--- config.mk ---
export PLATFORM = sky130hd
export DESIGN_NAME = clock_signal
export DESIGN_NICKNAME = d
export VERILOG_FILES = /design/src/rtl/clock_signal.sv
export SDC_FILE = /design/constraint.sdc
export NUM_CORES = 1
export LEC_CHECK = 0
export CORE_AREA = 2 2 39 41
export CTS_CLUSTER_SIZE = 28
export DETAILED_ROUTE_END_ITERATION = 8
export DIE_AREA = 0 0 41 43
export GPL_TIMING_DRIVEN = 0
export PLACE_DENSITY = 0.36
export SLEW_MARGIN = 25
export SYNTH_ARGS = -nofsm -noshare
export SYNTH_HDL_FRONTEND = slang
export SYNTH_SLANG_ARGS = --single-unit
--- constraint.sdc ---
create_clock -name CLK -period 0.8 [get_ports CLK]
set_clock_uncertainty 0.1 [all_clocks]
set_input_delay 0.08 -clock CLK [delete_from_list [all_inputs] [get_ports CLK]]
set_output_delay 0.08 -clock CLK [all_outputs]
set_load 0.02 [all_outputs]
--- src/rtl/clock_signal.sv ---
// Manual single-step clock: sync + debounce PUSH, emit a PULSE_WIDTH pulse on SIG.
// Optional auto-repeat while held: define CLOCK_SIGNAL_AUTOREPEAT_EN.
module clock_signal #(
  parameter int SYNC_STAGES     = 2,
  parameter int DEBOUNCE_CYCLES = 1,
  parameter int PULSE_WIDTH     = 1
`ifdef CLOCK_SIGNAL_AUTOREPEAT_EN
  ,
  parameter int REPEAT_DELAY    = 16,
  parameter int REPEAT_PERIOD   = 8
`endif
) (
  input  logic CLK,
  input  logic RST_N,
  input  logic PUSH,
  output logic SIG
);

  localparam int CW = $clog2(DEBOUNCE_CYCLES + 1);
  localparam int PW = $clog2(PULSE_WIDTH + 1);
  localparam logic [CW-1:0] DC_M1 = CW'(DEBOUNCE_CYCLES - 1);
  localparam logic [PW-1:0] PW_M1 = PW'(PULSE_WIDTH - 1);

  logic [SYNC_STAGES-1:0] sync_q;
  logic [SYNC_STAGES-1:0] sync_d;
  logic                   sync_out;
  logic [CW-1:0]          cnt_q;
  logic [CW-1:0]          cnt_d;
  logic                   deb_q;
  logic                   deb_d;
  logic                   sig_q;
  logic                   sig_d;
  logic [PW-1:0]          pcnt_q;
  logic [PW-1:0]          pcnt_d;
  logic                   press;
  logic                   fire;

  assign sync_d   = {sync_q[SYNC_STAGES-2:0], PUSH};
  assign sync_out = sync_q[SYNC_STAGES-1];
  assign press    = deb_d & ~deb_q;
  assign SIG      = sig_q;

  // Debounce: accept a new level after DEBOUNCE_CYCLES differing edges
  always_comb begin
    cnt_d = '0;
    deb_d = deb_q;
    if (sync_out != deb_q) begin
      if (cnt_q == DC_M1) begin
        deb_d = sync_out;
      end else begin
        cnt_d = cnt_q + 1'b1;
      end
    end
  end

`ifdef CLOCK_SIGNAL_AUTOREPEAT_EN
  localparam int HMAX = (REPEAT_DELAY > REPEAT_PERIOD) ?
                        REPEAT_DELAY : REPEAT_PERIOD;
  localparam int HW = $clog2(HMAX + 1);
  localparam logic [HW-1:0] RD = HW'(REPEAT_DELAY);
  localparam logic [HW-1:0] RP = HW'(REPEAT_PERIOD);

  logic [HW-1:0] hold_q;
  logic [HW-1:0] hold_d;
  logic [HW-1:0] tgt;
  logic          rep_q;
  logic          rep_d;

  // Hold counter: cycles since last pulse start while the button stays down
  always_comb begin
    hold_d = '0;
    rep_d  = 1'b0;
    fire   = 1'b0;
    tgt    = rep_q ? RP : RD;
    if (press) begin
      hold_d = HW'(1);
    end else if (deb_q && deb_d) begin
      if (hold_q == tgt) begin
        fire   = 1'b1;
        hold_d = HW'(1);
        rep_d  = 1'b1;
      end else begin
        hold_d = hold_q + 1'b1;
        rep_d  = rep_q;
      end
    end
  end

  // Hold counter registers
  always_ff @(posedge CLK) begin
    if (!RST_N) begin
      hold_q <= '0;
      rep_q  <= 1'b0;
    end else begin
      hold_q <= hold_d;
      rep_q  <= rep_d;
    end
  end
`else
  assign fire = 1'b0;
`endif

  // Pulse generator: a start while SIG is high is ignored
  always_comb begin
    sig_d  = sig_q;
    pcnt_d = pcnt_q;
    if (sig_q) begin
      if (pcnt_q == '0) begin
        sig_d = 1'b0;
      end else begin
        pcnt_d = pcnt_q - 1'b1;
      end
    end else if (press || fire) begin
      sig_d  = 1'b1;
      pcnt_d = PW_M1;
    end
  end

  // State registers
  always_ff @(posedge CLK) begin
    if (!RST_N) begin
      sync_q <= '0;
      cnt_q  <= '0;
      deb_q  <= 1'b0;
      sig_q  <= 1'b0;
      pcnt_q <= '0;
    end else begin
      sync_q <= sync_d;
      cnt_q  <= cnt_d;
      deb_q  <= deb_d;
      sig_q  <= sig_d;
      pcnt_q <= pcnt_d;
    end
  end

endmodule

==> results.md <==
- FP Rows: 14
- RSZ-0062 raised after global routing: true
- Final Non-Filler Cells: 36
- F_max: around 1.2 GHz
- Met1 Resource Use GR: 1.954%
- IO Count: 4
- Hold Fails Final Rpt: 0
- Antenna Nets Post-Route: 0
- H-tree Lvls: 1
- Area growth, synth to finish: 60.50%
- Post-synthesis sequential area ratio: between 60 and 70%
- Worst-path clk slew: ~0.04 ns
- Clock Path Buffers: 2
- Peak supply drop: a little under 0.7 mV
- Total negative slack: -0.05856 ns
- Reg2reg end: deb_q
- Reg2Reg Setup Slack: roughly 0.020 ns
- First-pass detailed-route iteration total: 2
- Final WL: between 200 and 250 um
- Largest net degree at the start of global routing: 5
- Hold path startpoint: RST_N
- TritonCTS clock tree: yes
- Mean Syn Cell Area: approximately 12 um^2
- # placed instances: 31
- Initial antenna violation count: 0
- Worst r2r path cells: 2
- Global-route usage over all layers: approximately 4.1%
- M2 GR Usage: 5.313%
- Clock sinks: 5
- CP Capture Type: output port
- CTS root buffer: clkbuf_4
- Grt ovf: 0
- Distinct cell type count after synthesis: 7
- Mapped Area: 148.9 um^2
- Die area: ~0.0018 mm^2
- Cell Area, Placed: 198.9 um^2
- Die Width: 41 um
- Port Buffer Count: 3
- CTS buffer count: 3
- Starting Density: a little over a tenth
- Number of setup violations in the final report: 1
- Syn Inst Count: 12
- R2r startpoint: cnt_q
- Syn Nets: 15
- Met3 usage: roughly 7.9%
- HP Class: in -> reg
- Global route hottest layer: met3
- Worst Path Required: ~0.62 ns
- Routed vias/inst: between 2 and 3
- LEAKAGE: roughly 0.000096 uW
- Synth Register Bits: 5
- Post-route DRC: 0
- Hold endpoint: SIG
- Failing checks: negative setup slack
- Max-slew violations: 0
- Crit-path max cell delay: 0.32 ns
- Core area: about 0.0014 mm^2
- Fin Hold WS: 0.1597 ns
- Crit path launch type: flop
- Min cycle time layout: roughly 0.86 ns
- Tot Pwr: between 500 and 600 uW
- Max_cap viols: 0
- Final Cell Area: 239.0 um^2
- Die Height: ~43 um
- Final period util: 107.3%
- Top delay family on crit path: flip-flops
- Worst setup margin: -0.05856 ns
- Placer Congestion: 0.4776
- Cell Pwr Density: approximately 2400 mW/mm^2
- Synth warnings: 0
- Slowest CP cell: dfxtp_2
- Starting DRT DRC Count: 3
- Hold Path Stages: 3
- Critical path type: reg -> out
- CP Max Fanout: 2
- Routed wire per std cell: around 6.2 um
- Skew-Pair Late Insertion Delay: about 0.24 ns
- Vias in the first global route: between 100 and 150
- Worst path bufs/invs: 1
- Worst-path cell chain: buf_6
- Share of layout cells above drive strength 1: 50.00%
- Nets: 24
- Diode count: 0
- Status: finished with violations
- Critical path arrival: between 0.6 and 0.7 ns
- First-pass GRT wire length: between 300 and 400 um
- Vias after detailed routing: 105
==> how the worst max path moves through the flow <==
stage / from / slack (ns) / cells past startpoint / to
final: SIG / -0.06 / 1 / SIG
after global routing: SIG / -0.08 / 1 / SIG
after CTS: SIG / -0.06 / 1 / SIG
after detailed placement: SIG / -0.31 / 1 / SIG
after global placement: SIG / -0.31 / 1 / SIG
after floorplan: cnt_q / 0.03 / 2 / deb_q
==> cells by family after synthesis <==
logic type	Yosys count	share of synthesized area, %
multiplexers	1	6.723
flip-flops	5	67.23
AND/OR/NAND/NOR	5	23.53
other	1	2.519
==> state kept, by name, summed over array words and instances, names as in the netlist <==
| signal | cells |
|---|---|
| deb_q | 1 |
| SIG | 1 |
| cnt_q | 1 |
| sync_q | 2 |
==> placed cells by master, fill, tap and decap left out, drive strengths merged <==
master         instances
nor4                   1
buf                    2
clkdlybuf4s50          1
clkbuf                 4
mux2i                  1
nor2b                  1
and2                   2
dfxtp                  5
nand2                  1
dlygate4sd2            1
conb                   1
==> cells in the mapped netlist (all sizes together) <==
master,instances,area share [%]
nor4,1,8.4
and2,2,8.4
conb,1,2.5
nor2b,1,4.2
dfxtp,5,67
mux2i,1,6.7
nand2,1,2.5
==> repair_timing <==
item,CTS,global route
setup endpoints to repair,2,3
resized for setup,9,2
buffers inserted,1,0
hold buffers,0,0
pin swaps,1,0
==> power breakdown <==
group | internal, uW | switching [uW]
clock network | 188 | 101
registers | 261 | 5.23
logic | 15.2 | 7.58
total | 465 | 114
==> cell type report <==
| type | instances | area, um^2 |
|---|---|---|
| timing repair buffer | 4 | 37.54 |
| fill | 154 | 1145 |
| multi-input combinational | 7 | 51.30 |
| clock buffer | 4 | 26.28 |
| tap | 16 | 20.02 |
| sequential | 5 | 103.9 |
==> per-stage QoR <==
step                utilization, %  worst slack [ns]
floorplan                        -           0.02773
global placement             14.38           -0.3061
detailed placement           14.38           -0.3099
CTS                          17.00          -0.06460
global route                 17.27          -0.07617
finish                       17.27          -0.05856
==> per-layer routing <==
metal,vias to the layer above,part of all wire (%)
li1,52,-
met1,46,36
met2,7,45
met3,0,18
met4,0,0
met5,-,0
Note: power is estimated with default switching activity, not from simulation.
